[src/rtl/hwt_seq_trigger.sv]
// Sequential Trojan test article: decodes a strobed four-vector activation sequence on {A,B,C,D}
// and inverts the benign output Y for a bounded payload window.
module hwt_seq_trigger #(
    parameter logic [3:0] SEQ0           = 4'b1000,
    parameter logic [3:0] SEQ1           = 4'b1100,
    parameter logic [3:0] SEQ2           = 4'b1110,
    parameter logic [3:0] SEQ3           = 4'b1111,
    parameter int         GAP_MAX        = 16,
    parameter int         PAYLOAD_CYCLES = 16
) (
    input  logic       clk,
    input  logic       rst_n,
    input  logic       A,
    input  logic       B,
    input  logic       C,
    input  logic       D,
    input  logic       stb,
    output logic       Y,
    output logic       trig,
    output logic [2:0] state,
    output logic [7:0] trig_cnt
);

    // state | meaning
    // IDLE  | waiting for SEQ0 strobe
    // S1    | SEQ0 seen, expecting SEQ1
    // S2    | SEQ1 seen, expecting SEQ2
    // S3    | SEQ2 seen, expecting SEQ3
    // ARMED | payload window active, Y inverted, strobes ignored
    typedef enum logic [2:0] {
        IDLE  = 3'd0,
        S1    = 3'd1,
        S2    = 3'd2,
        S3    = 3'd3,
        ARMED = 3'd4
    } state_t;

    localparam logic [7:0] GAP_LAST = 8'(GAP_MAX - 1);
    localparam logic [7:0] PAY_LOAD = 8'(PAYLOAD_CYCLES - 1);

    state_t     state_q, state_d, nxt_state;
    logic [7:0] gap_q, gap_d;
    logic [7:0] pay_q, pay_d;
    logic [7:0] cnt_d;
    logic [3:0] vec, exp_vec;

    assign vec = {A, B, C, D};

    always_ff @(posedge clk or negedge rst_n) begin
        if (!rst_n) begin
            state_q  <= IDLE;
            gap_q    <= 8'd0;
            pay_q    <= 8'd0;
            trig_cnt <= 8'd0;
            trig     <= 1'b0;
        end else begin
            state_q  <= state_d;
            gap_q    <= gap_d;
            pay_q    <= pay_d;
            trig_cnt <= cnt_d;
            trig     <= (state_d == ARMED);
        end
    end

    always_comb begin
        exp_vec   = SEQ1;
        nxt_state = S2;
        case (state_q)
            S2: begin
                exp_vec   = SEQ2;
                nxt_state = S3;
            end
            S3: begin
                exp_vec   = SEQ3;
                nxt_state = ARMED;
            end
            default: begin
                exp_vec   = SEQ1;
                nxt_state = S2;
            end
        endcase
    end

    always_comb begin
        state_d = state_q;
        gap_d   = gap_q;
        pay_d   = pay_q;
        cnt_d   = trig_cnt;
        case (state_q)
            IDLE: begin
                gap_d = 8'd0;
                if (stb && vec == SEQ0) state_d = S1;
            end
            S1, S2, S3: begin
                if (stb) begin
                    gap_d = 8'd0;
                    if (vec == exp_vec) begin
                        state_d = nxt_state;
                        if (nxt_state == ARMED) begin
                            pay_d = PAY_LOAD;
                            cnt_d = (trig_cnt == 8'hFF) ? trig_cnt : trig_cnt + 8'd1;
                        end
                    end else if (vec == SEQ0) begin
                        state_d = S1;
                    end else begin
                        state_d = IDLE;
                    end
                end else if (gap_q == GAP_LAST) begin
                    state_d = IDLE;
                    gap_d   = 8'd0;
                end else begin
                    gap_d = gap_q + 8'd1;
                end
            end
            ARMED: begin
                gap_d = 8'd0;
                if (pay_q == 8'd0) state_d = IDLE;
                else               pay_d   = pay_q - 8'd1;
            end
            default: begin
                state_d = IDLE;
                gap_d   = 8'd0;
                pay_d   = 8'd0;
            end
        endcase
    end

    // Decoded from the async-reset state so Y goes benign the moment rst_n falls.
    assign Y     = ((A & B) | (C & D)) ^ (state_q == ARMED);
    assign state = state_q;

endmodule

[config.mk]
export PLATFORM = sky130hd
export DESIGN_NAME = hwt_seq_trigger
export DESIGN_NICKNAME = d
export VERILOG_FILES = /design/src/rtl/hwt_seq_trigger.sv
export SDC_FILE = /design/constraint.sdc
export NUM_CORES = 1
export LEC_CHECK = 0
export BUFFER_PORTS_ARGS = -buffer_cell sky130_fd_sc_hd__buf_2
export CORE_MARGIN = 1.5
export CORE_UTILIZATION = 60
export CTS_BUF_LIST = sky130_fd_sc_hd__clkbuf_8
export DETAILED_ROUTE_END_ITERATION = 10
export PLACE_DENSITY = 0.83
export SLEW_MARGIN = 20
export SYNTH_ARGS = -nofsm -noshare
export SYNTH_HDL_FRONTEND = slang
export SYNTH_SLANG_ARGS = --single-unit
[constraint.sdc]
create_clock -name clk -period 4.2 [get_ports clk]
set_clock_uncertainty 0.1 [all_clocks]
set_input_delay 0.42 -clock clk [delete_from_list [all_inputs] [get_ports clk]]
set_output_delay 0.42 -clock clk [all_outputs]
set_load 0.03 [all_outputs]
==> results of run 1 <==
## synthesized netlist by cell type, types with 2 or more instances
cell      number  share of area
nor2_1        14          0.036
nor3_1         9          0.031
o21ai_0        8          0.027
mux2i_1        2          0.014
or4_1          2          0.010
dfrtp_1       28           0.47
nand2_1       10          0.025
clkbuf_1       3         0.0076
inv_1          7          0.018
nand3_1        8          0.027
a32o_1         2          0.014
nor4b_1        2          0.012
xor2_1         3          0.018
mux2_2         4          0.031
xnor2_1        8          0.047
or2_2          2         0.0085
a21oi_1        5          0.017
a21o_1         2          0.010
and3_1         4          0.017
and4_1         2          0.012
nand4_1        6          0.025
o22ai_1        3          0.013
ha_1           4          0.034
## power groups by stage
stage	clock (mW)	sequential, mW	combinational [mW]
5_1_grt	0.159	0.351	0.197
2_1_floorplan	0	0.342	0.133
3_5_place_dp	0	0.350	0.175
6_report	0.144	0.345	0.177
3_3_place_gp	0	0.347	0.173
4_1_cts	0.147	0.344	0.176
## cell families after synthesis
logic type | Yosys count | share of synthesized area
and+or+nand+nor | 68 | 0.255
muxes | 6 | 0.0441
buffers and inverters | 10 | 0.0254
xor gates and xnor gates | 11 | 0.0653
DFF | 28 | 0.475
adders and majority gates | 4 | 0.0339
AOI/OAI and AO/OA | 24 | 0.102
## layer usage
layer | GRT usage | vias to the layer above | routed length, um | share of wire
met4 | 0.115 | 0 | 46 | 0.015
li1 | - | 586 | - | -
met3 | 0.0371 | 4 | 140 | 0.046
met2 | 0.419 | 34 | 1460 | 0.48
met5 | 0 | - | 0 | 0
met1 | 0.331 | 615 | 1400 | 0.46
## registers in the layout, indices dropped and copies added, names as in the netlist
| name | flops |
|---|---|
| trig_cnt | 8 |
| state | 3 |
| gap_q | 8 |
| trig | 1 |
| pay_q | 8 |
## metrics by stage
step | instance area, um^2 | cells | total power, mW
2_1_floorplan | 1480 | 151 | 0.475
3_3_place_gp | 1600 | 195 | 0.520
3_5_place_dp | 1600 | 195 | 0.524
4_1_cts | 1640 | 198 | 0.667
5_1_grt | 1640 | 198 | 0.707
6_report | 1640 | 198 | 0.667
## final timing paths
kind / start / end / depth (start not counted)
max: state[2] / Y / 3
min: rst_n / gap_q[7] / 1
max reg2reg: state[2] / pay_q[5] / 4
min reg2reg: gap_q[0] / gap_q[0] / 1
max in group asynchronous: rst_n / gap_q[0] / 1
min in group clk: stb / gap_q[2] / 2
## cell type report
class / instances / area, um^2 / share of cell area
multi-input cells: 113 / 738 / 0.451
repair buffers: 19 / 95.1 / 0.0581
flip-flops and latches: 28 / 701 / 0.428
well taps: 28 / 35.0 / 0.0214
clock buffers: 3 / 41.3 / 0.0252
inverters: 7 / 26.3 / 0.0161
## worst max-delay path: cells and delay by family, from the launching register on
kind	cells	cell delay (ps)
xor gates and xnor gates	1	210
and+or+nand+nor	1	550
buffers and inverters	1	210
DFF	1	540
==> metrics.md, run 1 <==
| Metric | Value |
|---|---|
| Switching Fraction | 0.328 |
| Vias/cell | between 6 and 7 |
| Setup TNS | 0 ps |
| # nets final | about 180 |
| Relative slew slack | 0.585 |
| Synth Flop Type | dfrtp_1 |
| Layout cells sized above 1 | 0.182 |
| Minimum clock period | about 2300 ps |
| Total Routing Usage GR | 0.255 |
| Placer Congestion | approximately 0.89 |
| WL final | approximately 3100 um |
| CP max-delay cell | or3b_1 |
| Yosys warns | 0 |
| Critical-path cell list | or3b_1 -> xor2_1 -> buf_2 |
| Post-synthesis cell type count | 36 |
| DRT antenna net count | 0 |
| Cell Rows | 17 |
| Slowest stage delay, CP | ~550 ps |
| Cts hold-fix bufs | 0 |
| CTS resizes | 0 |
| DR vias | around 1200 |
| Max Transition Viols Final | 0 |
| Comb pwr share | 0.266 |
| Crit end category | output port |
| Sequential-to-total area share from yosys stat | 0.475 |
| GRT Residual Overflow | 0 |
| Critical setup path kind | reg -> out |
| Die width | around 53 um |
| Pin count of the biggest net entering global routing | 29 |
| Area Overhead vs Synth | 10.8% |
| IO Port Bufs | 19 |
| TritonCTS sink count | 28 |
| Fin worst setup slack | roughly 1900 ps |
| Post-synth EDFFs | 0 |
| Drt drc | 0 |
| Clock buffer depth | 2 |
| Die Area | 0.00277 mm^2 |
| Synth Register Bits | 28 |
| Sequential power share | 0.518 |
| Unrepaired setup endpoints after global routing | no |
| Initial antenna violation count | 0 |
| R2R setup slack | 2160 ps |
| Max Fanout on Critical Path | 13 |
| VDD IR max | roughly 0.39 mV |
| Post-place setup slack | ~2200 ps |
| Gate Count Post-Synth | approximately 150 |
| Netlist area before placement | between 0.001 and 0.0015 mm^2 |
| Worst-path clk slew | 90 ps |
| Crit path arrival time | about 1800 ps |
| Synthesized Nets | between 150 and 200 |
| Die span in y | ~53 um |
| Worst hold slack | 57.2 ps |
| Max Freq | ~430 MHz |
| H-Tree Depth | 1 |
| Max_cap viols | 0 |
| Final hold viol count | 0 |
| Most frequent cells in the layout | dfrtp_1, buf_2, nor2_1 |
| Worst Setup Start Kind | flip-flop |
| Tightest Hold Check Type | in -> async |
| Int Pwr | 448 uW |
| Status | finished, final reports clean |
| Power share of the clock group | 0.216 |
| Initial Util | 0.649 |
| Clock latency on the worst-skew pair | about 270 ps |
| Slew @ Worst Pin | 622 ps |
| Net Sw Power | between 200 and 250 uW |
| Num CTS Buffers | 3 |
| Global-route wire length before repair | between 5000 and 6000 um |
| Leakage power | 0.765 nW |
| Setup bufs post-CTS | 0 |
| Final Util | 0.719 |
| DR pass1 iterations | 4 |
| I/O pin total | 20 |
| Tcrit/Tclk final | 0.550 |
| Final setup viols | 0 |
| Initial DRC Count | 44 |
| Fill cells | 178 |
| Commonest non-fill, non-tap cell in the layout | dfrtp_1 |
| CTS tree | built |
| Total core area | 0.00228 mm^2 |
| CP required | approximately 3700 ps |
| Post-DR wirelength/cell | 15.4 um |
| Detailed Place HPWL | ~2200 um |
| Clk Tree Root Cell | clkbuf_8 |
| Post-Syn Area per Cell | between 9 and 10 um^2 |
| Vias in the first global route | between 1000 and 1500 |
| Post-synth ARST share | 1.00 |
| Diode count | 0 |
| PwrDens | between 400 and 500 mW/mm^2 |
Power figures use the tool's default switching activity.
==> inputs of run 2 (changes only) <==
--- a/config.mk
+++ b/config.mk
@@ -5,12 +5,13 @@
 export SDC_FILE = /design/constraint.sdc
 export NUM_CORES = 1
 export LEC_CHECK = 0
+export ABC_AREA = 1
 export BUFFER_PORTS_ARGS = -buffer_cell sky130_fd_sc_hd__buf_2
 export CORE_MARGIN = 1.5
-export CORE_UTILIZATION = 60
+export CORE_UTILIZATION = 54
 export CTS_BUF_LIST = sky130_fd_sc_hd__clkbuf_8
 export DETAILED_ROUTE_END_ITERATION = 10
-export PLACE_DENSITY = 0.83
+export PLACE_DENSITY = 0.78
 export SLEW_MARGIN = 20
 export SYNTH_ARGS = -nofsm -noshare
 export SYNTH_HDL_FRONTEND = slang
==> constraint.sdc (replaced) <==
create_clock -name clk -period 2 [get_ports clk]
set_clock_uncertainty 0.1 [all_clocks]
set_input_delay 0.2 -clock clk [delete_from_list [all_inputs] [get_ports clk]]
set_output_delay 0.2 -clock clk [all_outputs]
set_load 0.03 [all_outputs]
==> metrics.md, run 2 <==
| Metric | Value |
|---|---|
| Setup TNS | 0 ps (unchanged) |
| Diode count | 0 (unchanged) |
| Cell Rows | 19 (+2) |
| Setup bufs post-CTS | 0 (unchanged) |
| CTS tree | built |
| Top-count cell post-synth | nand2_1 |
| Total core area | 0.00283 mm^2 (+24%) |
| Relative slew slack | 0.594 (+0.00841) |
| # nets final | 242 (+32%) |
| Drt drc | 0 (unchanged) |
| IO Port Bufs | 19 (unchanged) |
| Area of the multi-input gates | 865 um^2 (+17%) |
| Fill cells | 232 (+30%) |
| Area leader, netlist | dfrtp_1 |
| Max_cap viols | 0 (unchanged) |
| Synth Flop Type | dfrtp_1 |
| GRT Residual Overflow | 0 (unchanged) |
| Leakage power | 0.956 nW (+25%) |
| H-Tree Depth | 1 (unchanged) |
| Worst Setup Start Kind | flip-flop |
| Unrepaired setup endpoints after global routing | no |
| Clock buffer depth | 2 (unchanged) |
| Clk Tree Root Cell | clkbuf_8 |
| Tcrit/Tclk final | 0.892 |
| Most frequent cells in the layout | nand2_1, dfrtp_1, nor2_1 |
| Synth Register Bits | 28 (unchanged) |
| Slew @ Worst Pin | 610 ps (-12.6 ps) |
| Detailed Place HPWL | 2180 um (-1.7%) |
| Yosys warns | 0 (unchanged) |
| DRT antenna net count | 0 (unchanged) |
| VDD IR max | 1.03 mV (+170%) |
| Crit end category | output port |
| Initial DRC Count | 57 (+30%) |
| Post-Syn Area per Cell | 7.96 um^2 (-19%) |
| Minimum clock period | 1780 ps |
| Die span in y | 58.2 um (+11%) |
| CP required | 1700 ps (-1980 ps) |
| Initial antenna violation count | 0 (unchanged) |
| Final hold viol count | 0 (unchanged) |
| Pin count of the biggest net entering global routing | 29 (unchanged) |
| Post-place setup slack | 347 ps (-1840 ps) |
| Post-synthesis cell type count | 26 (-28%) |
| Storage element area | 701 um^2 (unchanged) |
| Die Area | 0.00339 mm^2 (+23%) |
| PwrDens | 905 mW/mm^2 (+120%) |
| Synth top area cells | dfrtp_1, nand2_1, nor2_1, nand3_1, xnor2_1 |
| Gate Count Post-Synth | 207 (+37%) |
| Num CTS Buffers | 3 (unchanged) |
| Max Freq | 561 MHz |
| DR pass1 iterations | 6 (+2) |
| Sequential-to-total area share from yosys stat | 0.425 (-0.0494) |
| Critical setup path kind | reg -> out |
| Post-synth ARST share | 1.00 (unchanged) |
| Worst-path clk slew | 100 ps (about the same) |
| Post-synth EDFFs | 0 (unchanged) |
| Initial Util | 0.582 (-0.0662) |
| TritonCTS sink count | 28 (unchanged) |
| Largest registers | gap_q (8), pay_q (8), trig_cnt (8) |
| Post-synth top area share | 0.425 (-0.0494) |
| Die width | 58.2 um (+11%) |
| Netlist area before placement | 0.00165 mm^2 (+12%) |
| I/O pin total | 20 (unchanged) |
| Post-DR wirelength/cell | 11.4 um (-26%) |
| Vias in the first global route | 1215 (+1.9%) |
| Clock latency on the worst-skew pair | 280 ps (about the same) |
| DR vias | 1330 (+7.3%) |
| Global-route wire length before repair | 5280 um (+2.7%) |
| Layout cells sized above 1 | 0.213 (+0.0307) |
| Crit path arrival time | 1480 ps (-310 ps) |
| WL final | 2980 um (-2.3%) |
| Max Transition Viols Final | 0 (unchanged) |
| Synthesized Nets | 218 (+35%) |
| Post-synth top cells | nand2_1, dfrtp_1, nor2_1 |
| Area Overhead vs Synth | 12.8% |
| Final setup viols | 0 (unchanged) |
| Total Routing Usage GR | 0.202 (-0.0532) |
| Fin worst setup slack | 217 ps (-1670 ps) |
| Overall power | 1.68 mW (+150%) |
| Status | finished, final reports clean |
| Placer Congestion | 0.834 (-6.1%) |
| Max Fanout on Critical Path | 8 (-5) |
| Tightest Hold Check Type | in -> reg |
| Commonest non-fill, non-tap cell in the layout | nand2_1 |
| Vias/cell | 5.10 (-19%) |
## run 2: layout make-up
class	count	share of cell area
Multi-Input combinational cell	157	0.465
Sequential cell	28	0.377
Timing Repair Buffer	20	0.0565
Inverter	21	0.0424
Clock buffer	3	0.0222
Tap cell	31	0.0209
Clock inverter	1	0.0162
## run 2: worst paths after layout
path / from / endpoint / slack, ps / cells after the start
worst max-delay path: state[0] / Y / 220 / 4
worst min-delay path: stb / state[1] / 30 / 2
worst max register to register: trig_cnt[0] / trig_cnt[7] / 340 / 7
worst min register to register: gap_q[0] / gap_q[0] / 370 / 1
max in group asynchronous: rst_n / state[2] / 1040 / 2
min in group asynchronous: rst_n / gap_q[4] / 350 / 2
## run 2: logic make-up after synthesis
kind of cell,share of synthesized area
DFF,0.425
AOI/OAI and AO/OA,0.106
and+or+nand+nor,0.320
adders and majority gates,0.0304
buffers and inverters,0.0547
xor gates and xnor gates,0.0638
## run 2: per-stage QoR
| stage | instance area (um^2) | cells | hold slack, ps | utilization |
|---|---|---|---|---|
| 4_1_cts | 1850 | 261 | 24.0 | 0.655 |
| 5_1_grt | 1860 | 261 | 34.6 | 0.657 |
| 6_report | 1860 | 261 | 26.5 | 0.657 |
| 3_3_place_gp | 1770 | 256 | 152 | 0.626 |
| 2_1_floorplan | 1650 | 207 | -196 | - |
| 3_5_place_dp | 1770 | 256 | 144 | 0.626 |
## run 2: critical path, cell delays in order, from the launching register on
cell and delay, ps:
dfrtp_1 460, nor2_4 230, nand2_2 140, xnor2_1 160
buf_2 210
## run 2: repair_timing
item | CTS | global route
hold buffers | 1 | 0
endpoints found under the hold margin | 28 | 0
resized for setup | 0 | 2
endpoints found under the setup margin | 0 | 1
## run 2: metal layers
| layer | GRT usage | part of all wire |
|---|---|---|
| met3 | 0.0469 | 0.020 |
| met2 | 0.328 | 0.47 |
| met4 | 0.0299 | 0.0034 |
| met1 | 0.282 | 0.50 |
| met5 | 0 | 0 |
## run 2: power breakdown
group	internal, mW	leakage, nW	switching (mW)
registers	0.644	0.385	0.0816
logic	0.217	0.535	0.302
clock network	0.268	0.0357	0.171
